--- src/rtl/song_recorder.sv ---
// Song recorder: packs a stream of 16-bit note words into fixed-size blocks of
// song RAM, each preceded by a header word. A song ends with a terminator
// word, unless the region fills up first.
module song_recorder #(
  parameter int unsigned BLOCK_NOTES = 8,        // note slots per block, at most 15
  parameter logic [15:0] PAD_NOTE    = 16'h0000,
  parameter int unsigned MAX_BLOCKS  = 14
) (
  input  logic        clk,
  input  logic        rst,
  input  logic [1:0]  song_sel,
  input  logic        start,
  input  logic [15:0] note_in,
  input  logic        note_valid,
  output logic        note_ready,
  input  logic        flush,
  input  logic        finish,
  output logic        wr_en,
  output logic [8:0]  wr_addr,
  output logic [15:0] wr_data,
  output logic        busy,
  output logic        done,
  output logic        full,
  output logic [3:0]  block_count
);

  typedef enum logic [2:0] {
    StIdle,
    StCollect,
    StPad,
    StHeader,
    StTerm,
    StDone
  } state_t;

  localparam logic [3:0]  LAST_SLOT  = 4'(BLOCK_NOTES - 1);
  localparam logic [3:0]  MAX_CNT    = 4'(MAX_BLOCKS);
  localparam logic [8:0]  BLK_STRIDE = 9'(BLOCK_NOTES + 1);
  localparam logic [15:0] TERM_WORD  = 16'hBF00;

  state_t      r_state;
  state_t      w_state_next;
  logic [8:0]  r_blk_base;
  logic [3:0]  r_slot;
  logic [3:0]  r_block_idx;
  logic [3:0]  r_block_count;
  logic [3:0]  r_real_notes;
  logic        r_finishing;
  logic        r_full;
  logic        r_busy;
  logic        r_done;
  logic        r_note_ready;
  logic        r_wr_en;
  logic [8:0]  r_wr_addr;
  logic [15:0] r_wr_data;

  logic        w_accept;
  logic [3:0]  w_slot_eff;   // slot count including a note accepted this cycle
  logic        w_block_fill;
  logic        w_close;
  logic        w_last_block;

  assign w_accept     = note_valid & r_note_ready;
  assign w_slot_eff   = r_slot + {3'd0, w_accept};
  assign w_block_fill = w_accept && (r_slot == LAST_SLOT);
  assign w_close      = (flush || finish) && (w_slot_eff != 4'd0);
  assign w_last_block = (r_block_count + 4'd1) == MAX_CNT;

  // Next-state decode; all outputs are registered from it in the block below.
  always_comb begin
    w_state_next = r_state;
    case (r_state)
      StIdle, StDone: if (start) w_state_next = StCollect;
      StCollect: begin
        // A note arriving with flush/finish lands first; a filled block skips PAD.
        if (w_block_fill)  w_state_next = StHeader;
        else if (w_close)  w_state_next = StPad;
        else if (finish)   w_state_next = StTerm;
      end
      StPad:    if (r_slot == LAST_SLOT) w_state_next = StHeader;
      StHeader: begin
        if (w_last_block)     w_state_next = StDone;
        else if (r_finishing) w_state_next = StTerm;
        else                  w_state_next = StCollect;
      end
      StTerm:   w_state_next = StDone;
      default:  w_state_next = StIdle;
    endcase
  end

  // State, block bookkeeping and registered write port.
  always_ff @(posedge clk) begin
    if (rst) begin
      r_state       <= StIdle;
      r_blk_base    <= 9'd0;
      r_slot        <= 4'd0;
      r_block_idx   <= 4'd0;
      r_block_count <= 4'd0;
      r_real_notes  <= 4'd0;
      r_finishing   <= 1'b0;
      r_full        <= 1'b0;
      r_busy        <= 1'b0;
      r_done        <= 1'b0;
      r_note_ready  <= 1'b0;
      r_wr_en       <= 1'b0;
      r_wr_addr     <= 9'd0;
      r_wr_data     <= 16'd0;
    end else begin
      r_state      <= w_state_next;
      r_note_ready <= (w_state_next == StCollect);
      r_busy       <= (w_state_next != StIdle) && (w_state_next != StDone);
      r_done       <= (w_state_next == StDone);
      r_wr_en      <= 1'b0;
      case (r_state)
        StIdle, StDone: begin
          if (start) begin
            r_blk_base    <= {song_sel, 7'd0};
            r_slot        <= 4'd0;
            r_block_idx   <= 4'd0;
            r_block_count <= 4'd0;
            r_full        <= 1'b0;
            r_finishing   <= 1'b0;
          end
        end
        StCollect: begin
          if (w_accept) begin
            r_wr_en   <= 1'b1;
            r_wr_addr <= r_blk_base + 9'd1 + {5'd0, r_slot};
            r_wr_data <= note_in;
            r_slot    <= w_slot_eff;
          end
          if (w_block_fill || w_close) begin
            r_real_notes <= w_slot_eff;
            r_finishing  <= finish;
          end
        end
        StPad: begin
          r_wr_en   <= 1'b1;
          r_wr_addr <= r_blk_base + 9'd1 + {5'd0, r_slot};
          r_wr_data <= PAD_NOTE;
          r_slot    <= r_slot + 4'd1;
        end
        StHeader: begin
          r_wr_en       <= 1'b1;
          r_wr_addr     <= r_blk_base;
          r_wr_data     <= {4'hB, 4'h0, r_block_idx, r_real_notes};
          r_block_count <= r_block_count + 4'd1;
          // Base always advances so TERM writes at the next block base.
          r_blk_base    <= r_blk_base + BLK_STRIDE;
          r_block_idx   <= r_block_idx + 4'd1;
          r_slot        <= 4'd0;
          if (w_last_block) r_full <= 1'b1;
        end
        StTerm: begin
          r_wr_en   <= 1'b1;
          r_wr_addr <= r_blk_base;
          r_wr_data <= TERM_WORD;
        end
        default: ;
      endcase
    end
  end

  assign note_ready  = r_note_ready;
  assign wr_en       = r_wr_en;
  assign wr_addr     = r_wr_addr;
  assign wr_data     = r_wr_data;
  assign busy        = r_busy;
  assign done        = r_done;
  assign full        = r_full;
  assign block_count = r_block_count;

endmodule

--- config.mk ---
export PLATFORM = sky130hd
export DESIGN_NAME = song_recorder
export DESIGN_NICKNAME = d
export VERILOG_FILES = /design/src/rtl/song_recorder.sv
export SDC_FILE = /design/constraint.sdc
export NUM_CORES = 1
export LEC_CHECK = 0
export ABC_AREA = 1
export CELL_PAD_IN_SITES_DETAIL_PLACEMENT = 1
export CELL_PAD_IN_SITES_GLOBAL_PLACEMENT = 1
export CORE_MARGIN = 4
export CORE_UTILIZATION = 33
export CTS_CLUSTER_DIAMETER = 120
export DETAILED_ROUTE_END_ITERATION = 16
export PLACE_DENSITY_LB_ADDON = 0.05
export SLEW_MARGIN = 20
export SYNTH_ARGS = -nofsm -noshare
export SYNTH_HDL_FRONTEND = slang
export SYNTH_SLANG_ARGS = --single-unit
--- constraint.sdc ---
create_clock -name clk -period 2.06 [get_ports clk]
set_input_delay 0.515 -clock clk [delete_from_list [all_inputs] [get_ports clk]]
set_output_delay 0.515 -clock clk [all_outputs]
set_load 0.05 [all_outputs]
==> results of run 1 <==
## state kept, by name, summed over array words and instances, names as in the netlist, 3 cells and up
register      flops
wr_data          16
r_state           3
wr_addr           9
r_real_notes      4
block_count       4
r_blk_base        9
r_slot            4
r_block_idx       4
## cell type report
class                   count  area, µm²
well taps                 108      135.1
fillers                  1099       4701
clock buffers              11      141.4
flip-flops and latches     59       1184
multi-input cells         282       1531
inverters                  44      166.4
clock inverters             5      52.55
repair buffers             84      767.0
## metrics by stage
step	setup slack, ps	std cells
2_1_floorplan	25.89	401
3_3_place_gp	-416.4	575
3_5_place_dp	-470.9	575
4_1_cts	27.48	593
5_1_grt	-12.82	593
6_report	66.02	593
## power by group
part           switching, mW  internal [mW]  total [mW]
Clock                  0.474          0.586        1.06
Combinational           2.17           1.15        3.32
Sequential             0.239           1.49        1.73
Total                   2.88           3.22        6.10
## synth_stat cells, types with 2 or more instances
master	number	area [µm²]
a31oi_1	10	62.56
ha_1	11	137.6
o211ai_1	3	22.52
xor2_1	5	43.79
buf_6	2	22.52
nand4_1	5	31.28
clkbuf_1	7	26.28
nand2_1	82	307.8
a21oi_1	42	210.2
buf_2	6	30.03
inv_1	36	135.1
a22oi_1	8	60.06
o21ai_0	32	160.2
nor2_1	25	93.84
a211oi_1	3	22.52
o21ai_1	5	25.02
nand2_2	3	18.77
dfxtp_1	59	1181
nand3_1	32	160.2
inv_2	7	26.28
nor3_1	4	20.02
## metal layers
metal | track usage, % | vias to the layer above | routed length, µm
li1 | - | 1508 | -
met1 | 25.72 | 1447 | 4557
met2 | 30.98 | 50 | 4208
met4 | 5.045 | 0 | 93
met3 | 3.618 | 9 | 341
met5 | 0 | - | 0
## kinds of logic (layout without fill, tap and decap cells)
kind of cell               Yosys count  after routing  synth area share (%)
buffers and inverters               60            144                 8.551
and+or+nand+nor                    156            156                 23.17
DFF                                 59             59                 40.36
adders and majority gates           12             12                 5.387
xor gates and xnor gates             6              6                 1.796
AOI/OAI and AO/OA                  108            108                 20.74
## tightest hold or removal path: cells and delay by family (launching register included)
| family | cells | cell delay (ps) |
|---|---|---|
| AND/OR/NAND/NOR | 1 | 60 |
| AO/OA/AOI/OAI | 1 | 50 |
| flip-flops | 1 | 320 |
## worst max-delay path by stage
stage / start / cells after the start / to / slack (ps)
final: wr_data[5] / 1 / wr_data[5] / 70
after global routing: note_valid / 13 / busy / -10
after CTS: wr_data[0] / 1 / wr_data[0] / 30
after detailed placement: note_valid / 13 / busy / -470
after global placement: note_valid / 13 / busy / -420
after floorplan: note_ready / 12 / busy / 30
## timing repair
action / in CTS / in global routing
endpoints found under the setup margin: 8 / 3
pin swaps: 7 / 2
hold buffers: 0 / 0
buffers inserted: 2 / 0
gates resized for setup: 5 / 2
==> run_results.csv, run 1 <==
group,metric,value,unit
run,maxCapViolCount,0,
clock_tree,clkTransAtPathRegs,70,ps
place,placed_cell_area,3751,µm²
floorplan,die_w,102.2,µm
timing,setup_tns,0,ps
route,dr.first_iter.drc_count,65,
power_and_ir_drop,vdd_ir_drop_max,535.1,µV
worst_setup_path,r2r-end,"busy",
power_and_ir_drop,p_leak,1.696,nW
clock_tree,clk_latency,330,ps
worst_setup_path,end_kind,"output port",
worst_setup_path,cp.required,1540,ps
floorplan,rows,34,
timing,slew_violations,0,
worst_setup_path,critPathMaxStageDelay,810,ps
worst_setup_path,cp_num_buf_inv,1,
route,vias,3014,
yosys,synth_cells,401,
timing,hold_viol,0,
final_layout,nNetsFinal,516,
global_route,grt_max_degree,21,
yosys,synth-edff-count,0,
route,postRouteWirelength,9202,µm
timing,period_share,96.80,%
yosys,synth_area,2927,µm²
outcome,status,"finished clean",
worst_setup_path,cpMaxStageDelayCell,"clkdlybuf4s50_1",
hold_path,hp-class,"flip-flop to flip-flop",
place,routabilityCongestion,0.7927,
timing,slew_headroom,65.08,%
route,first_pass_iters,4,
clock_tree,cts_tree,"done",
timing,fin_skew,4.863,ps
route,drtAntennaViolNets,0,
timing,hold_slack,477.4,ps
timing,finalCriticalPeriod,1994,ps
worst_setup_path,critPathTopFamily,"buffers and inverters",
place,port_buffers,57,
clock_tree,cts_buffer_depth,2,
final_layout,layout_common_cells,"nand2_1, dfxtp_1, clkdlybuf4s50_1",
power_and_ir_drop,powerDensity,1534,nW/µm²
global_route,gr-usage-all-layers,18.97,%
worst_setup_path,crit_arrival,1480,ps
floorplan,die_h,102.2,µm
final_layout,layout_commonest_cell,"nand2_1",
worst_setup_path,path_max_fanout,2,
route,post_drt_via_cell_ratio,5.083,
hold_path,min_path_cells,2,
clock_tree,numClockSinks,59,
final_layout,syn_to_final_growth,35.91,%
clock_tree,htree_num_levels,3,
hold_path,hold_end,"wr_data[14]",
place,dp_hpwl,7007,µm
worst_setup_path,r2r_setup_slack,160,ps
timing,worst-slew-pin-transition,522.1,ps
global_route,grt_pass1_wl,15530,µm
clock_tree,cts-root-buf,"clkbuf_8",
global_route,antenna_found_initial,0,
global_route,grt_pass1_vias,3111,
timing,final-setup-viol-count,0,
timing,rsz0062_at_grt,"true",
yosys,ys_types,35,
yosys,synth_seq_area_share,40.36,%
power_and_ir_drop,finalPower,6.104,mW
final_layout,n_antenna_cell,0,
yosys,async_reset_ff_share,0,%
worst_setup_path,regToRegStartpoint,"r_slot[1]",
floorplan,start_util,33.72,%
worst_setup_path,worstRegToRegCells,10,
final_layout,layout-drive-gt1-share,15.67,%
worst_setup_path,start_kind,"flip-flop",
route,drc,0,
route,detail_route.wl_per_cell,15.52,µm
floorplan,core,8678,µm²
yosys,syn_avg_cell_area,7.298,µm²
worst_setup_path,cp_cell_sequence,"clkdlybuf4s50_1",
global_route,grt_overflow,0,
yosys,yosysWarnings,0,
floorplan,die_area,10440,µm²
hold_path,hp-start,"wr_data[14]",
worst_setup_path,worstSetupPathType,"flip-flop to output port",
yosys,synth_nets,437,
floorplan,ios,58,
clock_tree,numCtsBuffers,9,
final_layout,stdcell_area,3978,µm²
final_layout,utilization,45.83,%
yosys,ys_ff_latch,59,
yosys,ys.flop_type,"dfxtp_1",
timing,fmax,0.5015,GHz
Note: power is estimated with default switching activity, not from simulation.
==> run 2, diff against run 1 <==
CTS_CLUSTER_DIAMETER = 30   (was 120)
GPL_ROUTABILITY_DRIVEN = 0   (was not set)
SLEW_MARGIN = not set   (was 20)
==> results of run 2 <==
Final layout, timing and power as in run 1 (identical DEF).
==> run 3, diff against run 2 <==
RECOVER_POWER = 100   (was not set)
==> run_results.csv, run 3 (synthesis results as in run 1) <==
group,metric,value,unit
outcome,status,"finished clean",
worst_setup_path,worstSetupPathType,"flip-flop to output port",
worst_setup_path,critPathMaxStageDelay,810,ps
worst_setup_path,crit_arrival,1480,ps
global_route,grt_pass1_wl,15530,µm
final_layout,fillers,1104,
clock_tree,cts_buffer_depth,2,
power_and_ir_drop,finalPower,6.055,mW
clock_tree,htree_num_levels,3,
power_and_ir_drop,vdd_ir_drop_max,533.5,µV
route,first_pass_iters,4,
route,dr.first_iter.drc_count,61,
worst_setup_path,cp.required,1540,ps
route,vias,3018,
route,post_drt_via_cell_ratio,5.089,
floorplan,die_area,10440,µm²
global_route,met3_usage,3.618,%
place,dp_slack,-470.9,ps
floorplan,core,8678,µm²
power_and_ir_drop,pwr-share-comb,54.0,%
global_route,met1_usage,25.72,%
timing,slew_violations,0,
global_route,top_usage_layer,"met2",
timing,layout_setup_ws,66.05,ps
final_layout,layout-drive-gt1-share,13.20,%
run,maxCapViolCount,0,
global_route,antenna_found_initial,0,
hold_path,hp-class,"flip-flop to flip-flop",
global_route,gr-usage-all-layers,18.97,%
final_layout,layout_commonest_cell,"nand2_1",
worst_setup_path,cpMaxStageDelayCell,"clkdlybuf4s50_1",
timing,fin_skew,4.691,ps
final_layout,multi_input_area,1526,µm²
timing,worst-slew-pin-transition,605.9,ps
final_layout,syn_to_final_growth,34.42,%
worst_setup_path,cp_num_buf_inv,1,
worst_setup_path,critPathTopFamily,"buffers and inverters",
final_layout,nNetsFinal,516,
power_and_ir_drop,power_frac_seq,28.5,%
timing,hold_viol,0,
worst_setup_path,end_kind,"output port",
clock_tree,cts_tree,"done",
floorplan,die_w,102.2,µm
floorplan,die_h,102.2,µm
floorplan,rows,34,
global_route,use_met2,30.98,%
clock_tree,numCtsBuffers,9,
timing,period_share,96.79,%
power_and_ir_drop,powerDensity,1539,nW/µm²
clock_tree,cts-root-buf,"clkbuf_8",
global_route,grt_overflow,0,
route,detail_route.wl_per_cell,15.54,µm
final_layout,largest_reg_flops,16,
place,port_buffers,57,
route,drc,0,
clock_tree,numClockSinks,59,
power_and_ir_drop,p_leak,1.643,nW
worst_setup_path,start_kind,"flip-flop",
timing,slew_headroom,59.78,%
timing,finalCriticalPeriod,1994,ps
place,dp_hpwl,7007,µm
global_route,grt_pass1_vias,3111,
power_and_ir_drop,internal_power,3.186,mW
final_layout,seq_area,1184,µm²
worst_setup_path,path_max_fanout,2,
timing,rsz0062_at_grt,"true",
clock_tree,clk_latency,330,ps
timing,fmax,0.5015,GHz
final_layout,layout_common_cells,"nand2_1, dfxtp_1, clkdlybuf4s50_1",
worst_setup_path,cp_cell_sequence,"clkdlybuf4s50_1",
final_layout,n_antenna_cell,0,
timing,final-setup-viol-count,0,
power_and_ir_drop,clkPwrFrac,17.5,%
route,drtAntennaViolNets,0,
route,postRouteWirelength,9214,µm
power_and_ir_drop,power.switching,2.869,mW
floorplan,ios,58,
clock_tree,clkTransAtPathRegs,70,ps
power_and_ir_drop,switching_share,47.38,%
floorplan,start_util,33.72,%
global_route,grt_max_degree,21,
timing,hold_slack,474.9,ps
run 3: cell count changes in the layout (fill, tap and decap cells not counted):
cell            before  now
clkbuf_1             1   10
nand2_1             79   81
nand2_2              6    4
inv_2                8    6
inv_1               35   37
o21ai_0             32   34
buf_4               34   26
dlymetal6s2s_1       1    0
o21ai_1              5    3
run 3: layout make-up:
cell class                      instances  area share, %
Clock buffer                           11          3.594
Sequential cell                        59          30.09
Tap cell                              108          3.435
Timing Repair Buffer                   84          18.51
Inverter                               44          4.230
Clock inverter                          5          1.336
Multi-Input combinational cell        282          38.80
run 3: final timing paths:
path	depth (start not counted)	slack (ps)	endpoint	start
worst max-delay path	1	70	wr_data[5]	wr_data[5]
worst min-delay path	2	470	wr_data[14]	wr_data[14]
worst max register to register	10	160	busy	r_slot[1]
worst min register to register	2	470	wr_data[14]	wr_data[14]
run 3: timing repair:
item | 4_1_cts | 5_1_grt
setup buffers | 2 | 0
resized for setup | 5 | 2
pin swaps | 7 | 2
hold buffers | 0 | 0
endpoints found under the setup margin | 8 | 3
endpoints found under the hold margin | 0 | 0
run 3: per-stage QoR:
stage	instance area [µm²]	setup TNS (ps)	instances	utilization (%)
4_1_cts	3974	0	593	45.79
2_1_floorplan	2949	0	401	-
3_3_place_gp	3751	-3601	575	43.22
6_report	3934	0	593	45.33
3_5_place_dp	3751	-4248	575	43.22
5_1_grt	3934	-12.82	593	45.33
run 3: metal layers:
metal	routed length [µm]	vias to the layer above
li1	-	1510
met1	4580	1449
met2	4214	50
met3	325	9
met4	93	0
met5	0	-
run 3: worst register-to-register path, delay by kind of cell, from the launching register on:
family                   cells  cell delay (ps)
adder cells (fa/ha/maj)      1              270
buffers and inverters        1              120
flip-flops                   1              620
AND/OR/NAND/NOR              8              800
run 3: power by group through the flow:
stage,logic (mW),clock network [mW],registers [mW]
after global routing,3.55,1.16,1.77
after floorplan,1.23,0,2.63
after CTS,3.35,1.10,1.73
after global placement,3.25,0,1.74
final,3.27,1.06,1.73
after detailed placement,3.31,0,1.75
